<file path="src/rtl/iob_timer_ctrl.sv">
// Timer control stage: prescaler, one-shot/periodic FSM and done flag.
// It steers an external loadable up-counter and reads its value back on cnt_i.
module iob_timer_ctrl #(
    parameter int unsigned DATA_W  = 32,
    parameter int unsigned PRESC_W = 16
) (
    input  logic               clk_i,
    input  logic               arst_i,
    input  logic               cke_i,
    input  logic               rst_i,
    input  logic               start_i,
    input  logic               stop_i,
    input  logic               mode_i,
    input  logic [PRESC_W-1:0] presc_i,
    input  logic [DATA_W-1:0]  period_i,
    input  logic [DATA_W-1:0]  cnt_i,
    output logic               cnt_rst_o,
    output logic               cnt_en_o,
    output logic               cnt_ld_o,
    output logic [DATA_W-1:0]  cnt_ld_val_o,
    output logic               tick_o,
    output logic               expire_o,
    output logic               busy_o,
    output logic               done_o,
    input  logic               done_clr_i
);

    typedef enum logic {
        IDLE = 1'b0,
        RUN  = 1'b1
    } state_t;

    state_t               state_q, state_d;
    logic [PRESC_W-1:0]   presc_cnt_q, presc_cnt_d;
    logic [PRESC_W-1:0]   presc_q, presc_d;
    logic [DATA_W-1:0]    period_q, period_d;
    logic                 mode_q, mode_d;
    logic                 done_q, done_d;

    logic                 tick_hit;
    logic                 at_end;
    logic                 done_set;

    // period_q is never 0 (stored as 1), so period_q-1 cannot wrap
    assign tick_hit = (presc_cnt_q == presc_q);
    assign at_end   = (cnt_i >= (period_q - DATA_W'(1)));

    assign cnt_rst_o    = rst_i;
    assign cnt_ld_val_o = '0;
    assign busy_o       = (state_q == RUN);
    assign done_o       = done_q;

    // Next-state and counter-steering logic; start wins over stop and tick/expire
    always_comb begin
        state_d     = state_q;
        presc_cnt_d = presc_cnt_q;
        presc_d     = presc_q;
        period_d    = period_q;
        mode_d      = mode_q;
        done_d      = done_q;
        done_set    = 1'b0;
        cnt_en_o    = 1'b0;
        cnt_ld_o    = 1'b0;
        tick_o      = 1'b0;
        expire_o    = 1'b0;

        if (rst_i) begin
            state_d     = IDLE;
            presc_cnt_d = '0;
            presc_d     = '0;
            period_d    = '0;
            mode_d      = 1'b0;
            done_d      = 1'b0;
        end else if (cke_i) begin
            if (start_i) begin
                mode_d      = mode_i;
                presc_d     = presc_i;
                period_d    = (period_i == '0) ? DATA_W'(1) : period_i;
                presc_cnt_d = '0;
                state_d     = RUN;
                cnt_en_o    = 1'b1;
                cnt_ld_o    = 1'b1;
            end else if (state_q == RUN) begin
                if (stop_i) begin
                    state_d = IDLE;
                end else if (tick_hit) begin
                    tick_o      = 1'b1;
                    presc_cnt_d = '0;
                    if (at_end) begin
                        expire_o = 1'b1;
                        if (mode_q) begin
                            cnt_en_o = 1'b1;
                            cnt_ld_o = 1'b1;
                        end else begin
                            done_set = 1'b1;
                            state_d  = IDLE;
                        end
                    end else begin
                        cnt_en_o = 1'b1;
                    end
                end else begin
                    presc_cnt_d = presc_cnt_q + PRESC_W'(1);
                end
            end

            // A coincident set beats the clear
            if (done_set) begin
                done_d = 1'b1;
            end else if (done_clr_i) begin
                done_d = 1'b0;
            end
        end
    end

    // State registers
    always_ff @(posedge clk_i or posedge arst_i) begin
        if (arst_i) begin
            state_q     <= IDLE;
            presc_cnt_q <= '0;
            presc_q     <= '0;
            period_q    <= '0;
            mode_q      <= 1'b0;
            done_q      <= 1'b0;
        end else begin
            state_q     <= state_d;
            presc_cnt_q <= presc_cnt_d;
            presc_q     <= presc_d;
            period_q    <= period_d;
            mode_q      <= mode_d;
            done_q      <= done_d;
        end
    end

endmodule

</file>
<file path="config.mk">
export PLATFORM = sky130hd
export DESIGN_NAME = iob_timer_ctrl
export DESIGN_NICKNAME = d
export VERILOG_FILES = /design/src/rtl/iob_timer_ctrl.sv
export SDC_FILE = /design/constraint.sdc
export NUM_CORES = 1
export LEC_CHECK = 0
export ABC_AREA = 1
export BUFFER_PORTS_ARGS = -buffer_cell sky130_fd_sc_hd__buf_2
export CORE_ASPECT_RATIO = 0.7
export CORE_MARGIN = 2
export CORE_UTILIZATION = 55
export CTS_CLUSTER_SIZE = 30
export DETAILED_ROUTE_END_ITERATION = 6
export PLACE_DENSITY = 0.91
export SYNTH_ARGS = -nofsm -noshare
export SYNTH_HDL_FRONTEND = slang
export SYNTH_SLANG_ARGS = --single-unit
</file>
<file path="constraint.sdc">
create_clock -name clk_i -period 4.8 [get_ports clk_i]
set_input_delay 0.24 -clock clk_i [delete_from_list [all_inputs] [get_ports clk_i]]
set_output_delay 0.24 -clock clk_i [all_outputs]
set_load 0.03 [all_outputs]
</file>
; ---- Yosys cells after proc, flatten, opt, wreduce, memory -nomap -nowiden
; Index checks and enable logic that the tools add are counted.
[classes]
multipliers = 0
n_eq_ne = 2
div = 0
n_mux = 62
n_reduce_logical = 8
shift = 0
add_sub_neg = 2
n_bitwise = 0
order_cmp = 1
[op_table]
columns = cell, n
row1 = 16-bit two-way mux, 9
row2 = 32-bit two-way mux, 4
row3 = 1-bit two-way mux, 49
row4 = 32-bit greater-or-equal comparator, 1
row5 = 32-bit zero test, 1
row6 = "32-bit by 1-bit subtractor with 32-bit output, second input constant", 1
row7 = "16-bit by 1-bit adder with 16-bit output, second input constant", 1
row8 = 16-bit == test, 1
row9 = 3-bit nonzero test, 2
row10 = 2-bit AND reduction, 2
row11 = 2-bit nonzero test, 2
row12 = "3-bit inequality test, second input constant", 1
row13 = 3-bit AND reduction, 1
[totals]
register_bits = 67
latch_bits = 0
mem_count = 0
ramBits = 0
input_bits = 88
output_inout_bits = 39
mem_bits_ro = 0

; ---- Logic depth before layout (Yosys ltp)
; Gate-level depths: netlist of the first run.
[depth]
depth_word = 12
depth_mapped = 24

; ---- Worst setup path after synthesis of the first run
; OpenSTA, ideal clock, no wires.
[synth_path]
kind = flip-flop to output port
start = register period_q[2]
end = output cnt_ld_o
slack_ps = 1624
arrival_time_ps = 2936
path_buffers = 0
required_time_ps = 4560
stages_incl_launch_ff = 21
path_cell_list = dfrtp_1 nor2_2 nand2_2 nor3_4 nand2_4 nor2_8 nand2_4 nor2_4 nand2_4 nor2_4 nand2_2 xor2_1 ha_1 nand2_1 nor2_1 nand2_1 nor4_1 nand2_1 nand2_1 nand3_1 a21oi_1
[synth_between]
elab_chain_cells = 9
[synth_rtl]
columns = element, line_no
row1 = from (decl), 36  ; logic [DATA_W-1:0] period_q, period_d;
row2 = from (signal assigned), 128  ; period_q <= period_d;
row3 = 32-bit by 1-bit subtractor with 32-bit output, 46  ; assign at_end = (cnt_i >= (period_q - DATA_W'(1)));
row4 = 32-bit greater-or-equal comparator, 46
row5 = 1-bit two-way mux, 89  ; if (at_end) begin
row6 = 1-bit two-way mux, 86  ; end else if (tick_hit) begin
row7 = 1-bit two-way mux, 84  ; if (stop_i) begin
row8 = 1-bit two-way mux, 83  ; end else if (state_q == RUN) begin
row9 = 1-bit two-way mux, 75  ; if (start_i) begin
row10 = 1-bit two-way mux, 74  ; end else if (cke_i) begin
row11 = 1-bit two-way mux, 67  ; if (rst_i) begin
row12 = to (decl), 19  ; output logic cnt_ld_o,
; Every way passes these cells.

; ---- Final worst setup path of the first run
[layout_path]
start = register period_q[1]
end = output cnt_ld_o
; Same word-level chain as after synthesis.

==> summary.txt, run 1 <==
Min path
  – Hold depth: 3
  – Hold Path Class: in2reg
  – Min-delay src: mode_i
  – Hold endpoint: mode_q

Placement
  – I/O Buffers: 94
  – DP Wirelength: a little over 9000 um
  – Instance area at placement: ~5300 um^2
  – Placed Cells: between 800 and 900
  – Global placement routability congestion: roughly 0.92

Setup path
  – Worst endpoint data arrival time: 3.55 ns
  – R2r setup slk: 1.59 ns
  – Setup crit end kind: output pin
  – Crit Path Class: reg2out
  – RR Endpoint: done_o
  – WP data required: approximately 4.6 ns
  – CP top delay family: simple AND/OR/NAND/NOR gates
  – Critical-path top delay cell: dfrtp_1
  – Worst r2r path cells: 19
  – Origin of the critical flop-to-flop path: period_q[1]
  – Worst path bufs/invs: 2
  – Critical-path maximum fanout: 5
  – Startpoint Class: register
  – Crit path cell chain: inv_1, ha_1, nand2_1, nor4_2, nand4_1, nor3_1, xor2_1, ha_1, nand2_1, nor2_1, nand2_1, nor4_1, nand2_1, nand2_1, nand3_1, a21oi_1, buf_2
  – Crit-path most repeated cell: nand2_1
  – CP peak stage delay: a little under 0.4 ns

CTS
  – Clock root buffer: clkbuf_16
  – TritonCTS Buffers: 9
  – Clk buf depth: 2
  – CTS clk-pin slew, worst paths: about 0.050 ns
  – Cts repair resizes: 0
  – Clock sinks: 67
  – CTS Hold Buffers Added: 0
  – CTS tree: done
  – Post-CTS setup buffer count: 0
  – H-tree depth: 3
  – Clock Latency Late Sink: between 0.3 and 0.4 ns

Synth
  – Syn Inst Count: between 600 and 700
  – Syn. warnings: 0
  – Mean Syn Cell Area: between 7 and 8 um^2
  – Seq/Total Area, Yosys: 0.344
  – Synth Area in Adders: 0.0874
  – Synth top area cells: dfrtp_1, ha_1, nand2_1
  – Mapped Area: around 4900 um^2
  – Synth Area in Simple Gates: 0.226
  – Post-synthesis mux area share: 0
  – Compound-Gate Fraction of Synth Area: 0.121
  – Post-synthesis xor/xnor area fraction: 0.0864
  – Netlist cell types: 42
  – Synth top area share: 0.344
  – Largest family of logic cells by synthesized area: simple AND/OR/NAND/NOR gates
  – Post-synth top area cell: dfrtp_1
  – Yosys reg bits: between 60 and 70

Drt
  – 1st-iter DRT viols: roughly 460
  – Drt drc: 0
  – Routed len/inst: 14.5 um
  – Vias per Instance: around 5.3
  – Initial DRT Pass Iterations: 6
  – Via count: approximately 4.4k
  – Total length of routed wires: 12,100 um
  – ANT nets after route: 0

STA
  – Slew Limit Fails: 0
  – Hold_ws: 0.130 ns
  – Period utilization: 0.789
  – Worst relative slew slack: 0.286
  – Max Fclk: ~260 MHz
  – Layout Skew: about 0.0074 ns
  – Final setup fails: 0
  – Total negative slack: 0 ns
  – Crit path time final: ~3.8 ns
  – Final hold vios: 0
  – RSZ-0062 raised after global routing: no
  – Worst-margin pin slew: around 1.1 ns

Finish
  – Layout Area Growth over Synthesis: 15.4%
  – Fin cells: 830
  – Antenna fix cells: 0
  – Share of post-route cells with drive strength above 1: 0.199
  – NumNets Final: between 800 and 900
  – Fin area: between 5000 and 6000 um^2

Run
  – Max_cap viols: 0

GRT
  – First-pass GRT wire length: approximately 19,000 um
  – Initial antenna violation count: 0
  – GRT Util Overall: 0.258
  – Largest net degree at the start of global routing: slightly below 70
  – Vias in the first global route: about 4.2k
  – Total gr overflow: 0

Power and ir drop
  – Total power: 1710 uW
  – Maximum vdd drop: roughly 0.22 mV
  – Static leakage: approximately 0.0029 uW
  – Pwr per Cell Area: 305 nW/um^2

Die
  – Die footprint: 9630 um^2
  – Initial Utilization: 0.572
  – Rows: 28
  – Core area: 8510 um^2
  – IO Pins: 127
  – Die X: between 100 and 150 um
  – Die Span Y: approximately 83 um

Outcome
  – Status: completed
[layout by cell type, fill, tap and decap left out, drive strengths merged, types with 3 or more instances in the layout]
cell type	instances
xnor2	13
buf	95
nand2	96
xor2	35
o21ai	21
dfrtp	67
conb	32
a22o	12
nor2	69
ha	34
a21oi	22
nand4	21
nor4	9
a21o	3
inv	97
nor3	13
o22ai	24
clkbuf	13
nand3	17
a32o	4
[Yosys cell counts, drive strengths merged]
library cell	instances
a211oi	2
a21o	3
a21oi	22
a22o	12
a31oi	1
a32o	4
and3	1
buf	36
clkbuf	7
conb	1
dfrtp	67
ha	34
inv	97
nand2	96
nand3	17
nand4	21
nor2	69
nor3	13
nor3b	2
nor4	9
o21a	2
o21ai	21
o21bai	1
o22ai	24
o31ai	1
or2	1
xnor2	13
xor2	35
[worst min-delay path, stage by stage]
cell,delay (ns)
buf_2,0.08
nand2_1,0.04
o21ai_0,0.06
[final cells by class]
cell class                      instances  area (um^2)
Multi-Input combinational cell        436         2660
Tap cell                              120          150
Clock buffer                           13          260
Fill cell                             664         2890
Inverter                               97          364
Timing Repair Buffer                   95          478
Clock inverter                          2         35.0
Sequential cell                        67         1680
[registers in the layout, indices dropped and copies added, names as in the netlist]
| register | count |
|---|---|
| mode_q | 1 |
| busy_o | 1 |
| done_o | 1 |
| period_q | 32 |
| presc_q | 16 |
| presc_cnt_q | 16 |
[report_power, final]
part,switching [uW],internal [uW]
registers,23.1,588
clock network,220,426
logic,291,164
[per-stage QoR]
| step | utilization | worst slack (ns) |
|---|---|---|
| 3_5_place_dp | 0.625 | 1.40 |
| 5_1_grt | 0.660 | 0.663 |
| 4_1_cts | 0.660 | 1.05 |
| 2_1_floorplan | - | 1.62 |
| 6_report | 0.660 | 1.01 |
| 3_3_place_gp | 0.625 | 1.53 |
[per-layer routing]
| metal | vias to the layer above | global-route usage | wire [um] |
|---|---|---|---|
| met1 | 2042 | 0.319 | 5120 |
| met2 | 192 | 0.456 | 5770 |
| met5 | - | 0 | 0 |
| li1 | 2136 | - | - |
| met3 | 19 | 0.0540 | 964 |
| met4 | 0 | 0.0833 | 207 |
[how the worst max path moves through the flow]
| stage | start | endpoint | slack (ns) | cells after the start |
|---|---|---|---|---|
| floorplan | period_q[2] | cnt_ld_o | 1.62 | 20 |
| global placement | period_q[2] | cnt_ld_o | 1.53 | 21 |
| detailed placement | period_q[0] | cnt_ld_o | 1.40 | 17 |
| CTS | period_q[0] | cnt_ld_o | 1.05 | 17 |
| global route | period_q[0] | cnt_ld_o | 0.66 | 17 |
| finish | period_q[1] | cnt_ld_o | 1.01 | 17 |
[logic make-up (layout without fill, tap and decap cells)]
family                   after synthesis  count (layout)
adder cells (fa/ha/maj)               34              34
XOR/XNOR                              48              48
other                                  1              32
buffers and inverters                140             207
AO/OA/AOI/OAI                         93              93
AND/OR/NAND/NOR                      229             229
flip-flops                            67              67
Power figures use the tool's default switching activity.
==> inputs of run 2 (changes only) <==
--- a/config.mk
+++ b/config.mk
@@ -5,14 +5,14 @@
 export SDC_FILE = /design/constraint.sdc
 export NUM_CORES = 1
 export LEC_CHECK = 0
-export ABC_AREA = 1
+export ABC_AREA = 0
 export BUFFER_PORTS_ARGS = -buffer_cell sky130_fd_sc_hd__buf_2
 export CORE_ASPECT_RATIO = 0.7
 export CORE_MARGIN = 2
-export CORE_UTILIZATION = 55
+export CORE_UTILIZATION = 53
 export CTS_CLUSTER_SIZE = 30
 export DETAILED_ROUTE_END_ITERATION = 6
-export PLACE_DENSITY = 0.91
+export PLACE_DENSITY = 0.89
 export SYNTH_ARGS = -nofsm -noshare
 export SYNTH_HDL_FRONTEND = slang
 export SYNTH_SLANG_ARGS = --single-unit
==> constraint.sdc (replaced) <==
create_clock -name clk_i -period 3.7 [get_ports clk_i]
set_input_delay 0.185 -clock clk_i [delete_from_list [all_inputs] [get_ports clk_i]]
set_output_delay 0.185 -clock clk_i [all_outputs]
set_load 0.03 [all_outputs]
==> run 2 against run 1 <==
The run now ends with setup timing left; non-clock buffer count increased by 32; global-route usage decreased by 0.67 points; synthesized cell count decreased by 25%; area after synthesis decreased by 8.2%; largest cell class unchanged.
==> summary.txt, run 2 <==
CTS
  – CTS clk-pin slew, worst paths: 0.05 ns
  – Clk buf depth: 2
  – H-tree depth: 3
  – Clock root buffer: clkbuf_16
  – Clock Latency Late Sink: 0.33 ns
  – TritonCTS Buffers: 9
  – Clock sinks: 67
  – CTS tree: done

Die
  – IO Pins: roughly 130
  – Core area: around 8000 um^2
  – Die X: ~110 um
  – Rows: 27
  – Die footprint: a little over 9000 um^2
  – Initial Utilization: 0.558
  – Die Span Y: 80.8 um

Synth
  – Post-synth top area cell: dfrtp_1
  – Post-synth EDFFs: 0
  – Post-synthesis mux area share: 0.00224
  – Post-synthesis xor/xnor area fraction: 0.106
  – Synth top area cells: dfrtp_1, a22o_1, ha_1
  – Compound-Gate Fraction of Synth Area: 0.161
  – Top-count cell post-synth: dfrtp_1
  – Syn. warnings: 0
  – Netlist cell types: 52
  – Mean Syn Cell Area: between 9 and 10 um^2
  – FFs w/ async S/R, synth: 1.00
  – Yosys reg bits: 67
  – Mapped Area: roughly 4500 um^2
  – Top post-synthesis cells by count: dfrtp_1, a22o_1, xnor2_1
  – Main synth FF type: dfrtp_1
  – Synth Area in Simple Gates: 0.178
  – Synth top area share: 0.375
  – Syn Inst Count: about 460
  – Synth Area in Adders: 0.0952
  – Largest family of logic cells by synthesized area: simple AND/OR/NAND/NOR gates
  – Seq/Total Area, Yosys: 0.375

Outcome
  – Failing checks: setup timing
  – Status: finished, violations left

Setup path
  – Crit path to: cnt_en_o
  – Critical-path maximum fanout: 5
  – Crit Path Class: reg2out
  – Startpoint Class: register
  – Origin of the critical flop-to-flop path: period_q[9]
  – RR Endpoint: busy_o
  – Worst endpoint data arrival time: 3.92 ns
  – WP data required: 3.51 ns
  – R2r setup slk: -0.11 ns
  – Worst r2r path cells: 14
  – Setup crit end kind: output pin
  – CP Launch Point: period_q[9]

STA
  – Worst relative slew slack: 0.135
  – Total negative slack: -1.25 ns
  – Worst-margin pin slew: about 1.3 ns
  – Final setup fails: 4
  – Layout Skew: around 0.0081 ns
  – Slew Limit Fails: 0
  – Setup WS post-layout: -0.406 ns
  – RSZ-0062 raised after global routing: yes
  – Max Fclk: ~240 MHz
  – Crit path time final: 4.11 ns
  – Final hold vios: 0
  – Period utilization: 1.11

Finish
  – Fin area: roughly 5600 um^2
  – Most frequent cells in the layout: buf_2, dfrtp_1, a22o_1
  – Antenna fix cells: 0
  – Layout Area Growth over Synthesis: 25.9%
  – Most common cell after layout, fill and taps aside: buf_2
  – Share of post-route cells with drive strength above 1: 0.301
  – Max FFs per register: 32
  – Biggest register: period_q
  – NumNets Final: between 600 and 700
  – Regs by FF count: period_q: 32 flops, presc_cnt_q: 16 flops, presc_q: 16 flops
  – Fin cells: 683

GRT
  – Vias in the first global route: 3,858
  – Largest net degree at the start of global routing: 50
  – GRT Util Overall: 0.251
  – First-pass GRT wire length: approximately 18,000 um
  – Total gr overflow: 0
  – Initial antenna violation count: 0

Drt
  – Vias per Instance: approximately 5.8
  – ANT nets after route: 0
  – Routed len/inst: between 15 and 20 um
  – Initial DRT Pass Iterations: 6
  – Drt drc: 0
  – 1st-iter DRT viols: 442
  – Via count: just under 4k
  – Total length of routed wires: 11,300 um

Placement
  – I/O Buffers: 94
  – Placed Cells: 661
  – Global placement routability congestion: between 0.8 and 0.9
  – Instance area at placement: slightly above 5000 um^2
  – DP Wirelength: roughly 8600 um

Power and ir drop
  – Static leakage: 0.00268 uW
  – Maximum vdd drop: about 0.41 mV
  – Total power: roughly 2400 uW
  – Pwr per Cell Area: approximately 420 nW/um^2

Run
  – Max_cap viols: 0

Min path
  – Hold depth: 2
  – Hold Path Class: in2reg
==> run 2: layer usage <==
| metal | routed length [um] | vias to the layer above | GRT usage | share of wire |
|---|---|---|---|---|
| met5 | 0 | - | 0 | 0 |
| met4 | 93 | 0 | 0.0671 | 0.0082 |
| met3 | 837 | 14 | 0.0582 | 0.074 |
| met2 | 5380 | 186 | 0.417 | 0.47 |
| met1 | 5020 | 1893 | 0.336 | 0.44 |
| li1 | - | 1871 | - | - |
==> run 2: logic make-up (layout without fill, tap and decap cells) <==
kind of cell             count (synthesis)  count (layout)
adder cells (fa/ha/maj)                 34              34
buffers and inverters                   61             153
other                                    1              32
AO/OA/AOI/OAI                           94              94
XOR/XNOR                                54              54
flip-flops                              67              67
multiplexers                             1               1
AND/OR/NAND/NOR                        147             147
==> run 2: layout make-up <==
type                    count  area, um^2
clock buffers               9         225
well taps                 101         126
fillers                   555        2380
repair buffers            127         743
multi-input cells         362        2710
clock inverters             7         116
inverters                  10        37.5
flip-flops and latches     67        1680
==> run 2: worst max-delay path, cell delays in order (launching register included) <==
cell and delay (ns):
dfrtp_1 0.38, or4_4 0.55, or4_4 0.43, or4_4 0.52, nor3b_4 0.21, xnor2_1 0.15
ha_1 0.26, and4_1 0.16, a221oi_2 0.24, o21ai_2 0.14, a211o_1 0.24, o211ai_1 0.10
buf_4 0.20
==> run 2: how the worst min path moves through the flow <==
stage                startpoint             end  slack (ns)
global placement         arst_i    period_q[10]        0.31
global route        presc_i[12]     presc_q[12]        0.07
detailed placement       arst_i    period_q[11]        0.32
finish              presc_i[10]     presc_q[10]        0.07
floorplan                 rst_i  presc_cnt_q[3]        0.28
CTS                 presc_i[10]     presc_q[10]        0.06
==> run 2: report_power, final <==
| group | internal [uW] | total (uW) | switching (uW) |
|---|---|---|---|
| sequential | 760 | 790 | 30.2 |
| combinational | 270 | 608 | 338 |
| clock | 656 | 973 | 317 |
==> run 2: through the flow <==
step / worst slack, ns / utilization / hold WS [ns]
finish: -0.406 / 0.703 / 0.0718
global route: -0.596 / 0.703 / 0.0732
CTS: -0.404 / 0.694 / 0.0630
detailed placement: -0.265 / 0.636 / 0.322
global placement: -0.143 / 0.636 / 0.311
floorplan: -0.136 / - / 0.282
==> run 2: what timing repair did <==
item,in CTS,in global routing
endpoints found under the setup margin,5,5
pin swaps,10,5
setup buffers,4,2
resized for setup,23,9
hold buffers,1,0
endpoints found under the hold margin,32,0
==> inputs of run 3 (changes only) <==
--- a/config.mk
+++ b/config.mk
@@ -9,10 +9,10 @@
 export BUFFER_PORTS_ARGS = -buffer_cell sky130_fd_sc_hd__buf_2
 export CORE_ASPECT_RATIO = 0.7
 export CORE_MARGIN = 2
-export CORE_UTILIZATION = 53
+export CORE_UTILIZATION = 55
 export CTS_CLUSTER_SIZE = 30
 export DETAILED_ROUTE_END_ITERATION = 6
-export PLACE_DENSITY = 0.89
+export PLACE_DENSITY = 0.92
 export SYNTH_ARGS = -nofsm -noshare
 export SYNTH_HDL_FRONTEND = slang
 export SYNTH_SLANG_ARGS = --single-unit
==> constraint.sdc (replaced) <==
create_clock -name clk_i -period 5 [get_ports clk_i]
set_input_delay 0.25 -clock clk_i [delete_from_list [all_inputs] [get_ports clk_i]]
set_output_delay 0.25 -clock clk_i [all_outputs]
set_load 0.03 [all_outputs]
==> run 3 against run 2 <==
The run now ends clean; worst setup slack better by 0.70 ns; sequential share of layout area is 2.5 points higher; utilization is 4.4 points lower; power is 33% lower; clock power is 35% lower; design area is 7.8% lower; clock skew is 0.0015 ns higher.
==> summary.txt, run 3 (same netlist as run 2, synthesis figures left out) <==
STA
  – Slew Limit Fails: 0
  – Setup WS post-layout: ~0.30 ns
  – Worst relative slew slack: 0.374
  – Final setup fails: 0
  – RSZ-0062 raised after global routing: no
  – Layout Skew: 0.00965 ns
  – Crit path time final: 4.70 ns
  – Worst-margin pin slew: roughly 0.9 ns
  – Period utilization: 0.940
  – Total negative slack: 0 ns
  – Hold_ws: between 0.1 and 0.15 ns
  – Max Fclk: around 210 MHz
  – Final hold vios: 0

Min path
  – Hold Path Class: in2reg
  – Min-delay src: presc_i[5]
  – Hold depth: 2

Drt
  – Routed len/inst: 17.5 um
  – Met2 wire length: roughly 5400 um
  – Drt drc: 0
  – Initial DRT Pass Iterations: 4
  – 1st-iter DRT viols: 387
  – Total length of routed wires: between 10,000 and 15,000 um
  – Via count: about 3.9k
  – Top routing layer used: met4
  – Met3 WL post-DR: between 800 and 900 um
  – ANT nets after route: 0
  – Vias per Instance: approximately 5.9
  – M1 WL: ~5000 um

CTS
  – Clock root buffer: clkbuf_16
  – CTS tree: done
  – Clock Latency Late Sink: ~0.33 ns
  – H-tree depth: 3
  – CTS Hold Buffers Added: 0
  – Clock sinks: 67
  – TritonCTS Buffers: 9
  – CTS clk-pin slew, worst paths: approximately 0.05 ns
  – Clk buf depth: 2

Outcome
  – Status: completed

Setup path
  – CP top delay family: simple AND/OR/NAND/NOR gates
  – Worst path bufs/invs: 1
  – Critical Path Stages: 14
  – RR Endpoint: busy_o
  – Worst r2r path cells: 13
  – Crit path to: cnt_ld_o
  – R2r setup slk: roughly 0.90 ns
  – Crit path cell chain: nor4_2, nand2_1, or4_4, or4_4, nor2_1, xnor2_1, ha_1, nand4_1, nor3_1, o21ai_0, o21ai_0, a21oi_1, o31ai_1, buf_2
  – Crit Path Class: reg2out
  – Critical-path top delay cell: or4_4
  – Startpoint Class: register
  – Origin of the critical flop-to-flop path: period_q[2]
  – CP peak stage delay: between 0.5 and 0.6 ns
  – Setup crit end kind: output pin
  – CP Launch Point: period_q[2]
  – Worst endpoint data arrival time: 4.45 ns
  – Critical-path maximum fanout: 6
  – WP data required: between 4 and 5 ns

Power and ir drop
  – Pwr per Cell Area: a little over 300 nW/um^2
  – Maximum vdd drop: 0.176 mV
  – Static leakage: ~0.0025 uW

GRT
  – Largest net degree at the start of global routing: between 60 and 70
  – Vias in the first global route: about 3.9k
  – Initial antenna violation count: 0
  – Total gr overflow: 0
  – First-pass GRT wire length: approximately 19,000 um
  – GRT Util Overall: 0.264

Finish
  – Max FFs per register: 32
  – Most common cell after layout, fill and taps aside: buf_2
  – NumNets Final: roughly 670
  – Final Util: 0.659
  – Regs by FF count: period_q: 32 flops, presc_cnt_q: 16 flops, presc_q: 16 flops
  – Antenna fix cells: 0
  – Most frequent cells in the layout: buf_2, dfrtp_1, a22o_1
  – Biggest register: period_q
  – Layout Area Growth over Synthesis: 16.1%
  – Share of post-route cells with drive strength above 1: 0.227
  – Multi-input gate area: 2560 um^2
  – Flip-flop and latch area: between 1500 and 2000 um^2
  – Fin area: slightly above 5000 um^2
  – Layout filler cell count: ~630

Placement
  – DP Wirelength: 8480 um
  – Instance area at placement: between 4000 and 5000 um^2
  – I/O Buffers: between 90 and 100
  – Global placement routability congestion: 0.919
  – Dpl ws: 0.517 ns

Die
  – Die X: 112 um
  – Initial Utilization: 0.568
  – Die footprint: roughly 8900 um^2
  – Rows: 27
  – Core area: ~8000 um^2
  – IO Pins: around 130
  – Die Span Y: between 70 and 80 um

Run
  – Max_cap viols: 0
[run 3: changes by cell type in the layout (fill, tap and decap cells not counted), moves of 3 or more]
cell     previous run  this run
buf_6               4         0
buf_2              91        94
buf_4              31         3
nor2_1             28        31
a21oi_1             7        10
o21ai_0            10        13
[run 3: how the worst min path moves through the flow]
stage | endpoint | slack (ns)
floorplan | presc_cnt_q[3] | 0.35
global placement | presc_q[10] | 0.47
detailed placement | presc_q[5] | 0.47
CTS | presc_q[5] | 0.13
global route | presc_q[7] | 0.14
finish | presc_q[5] | 0.14
[run 3: cell type report]
cell class | instances | area share
inverters | 10 | 0.00723
repair buffers | 97 | 0.0950
well taps | 101 | 0.0244
flip-flops and latches | 67 | 0.323
clock buffers | 13 | 0.0502
multi-input cells | 362 | 0.493
clock inverters | 2 | 0.00675
[run 3: through the flow]
| stage | std cells | power, uW |
|---|---|---|
| after global placement | 637 | 950 |
| after CTS | 652 | 1600 |
| after floorplan | 490 | 883 |
| after global routing | 652 | 1670 |
| final | 652 | 1600 |
| after detailed placement | 637 | 970 |
[run 3: routing by layer]
metal | GRT usage | vias up
li1 | - | 1803
met1 | 0.343 | 1886
met3 | 0.0569 | 22
met4 | 0.0889 | 0
met5 | 0 | -
met2 | 0.445 | 158
[run 3: report_power, final]
part	internal, uW	total, uW	switching [uW]
registers	563	586	24.0
logic	154	381	227
clock network	410	633	223
[run 3: worst register-to-register path: stages (launching register included)]
cell     delay [ns]
dfrtp_1        0.44
nor4_2         0.33
nand2_1        0.19
or4_4          0.56
or4_4          0.56
nor2_1         0.17
xnor2_1        0.08
ha_1           0.33
nand4_1        0.10
nor3_1         0.23
o21ai_0        0.13
o21ai_0        0.30
a21oi_1        0.17
o311a_1        0.39
[run 3: repair_timing]
item                                    CTS  global route
gates resized for setup                   0             1
endpoints found under the setup margin    0             2
buffers inserted                          0             0
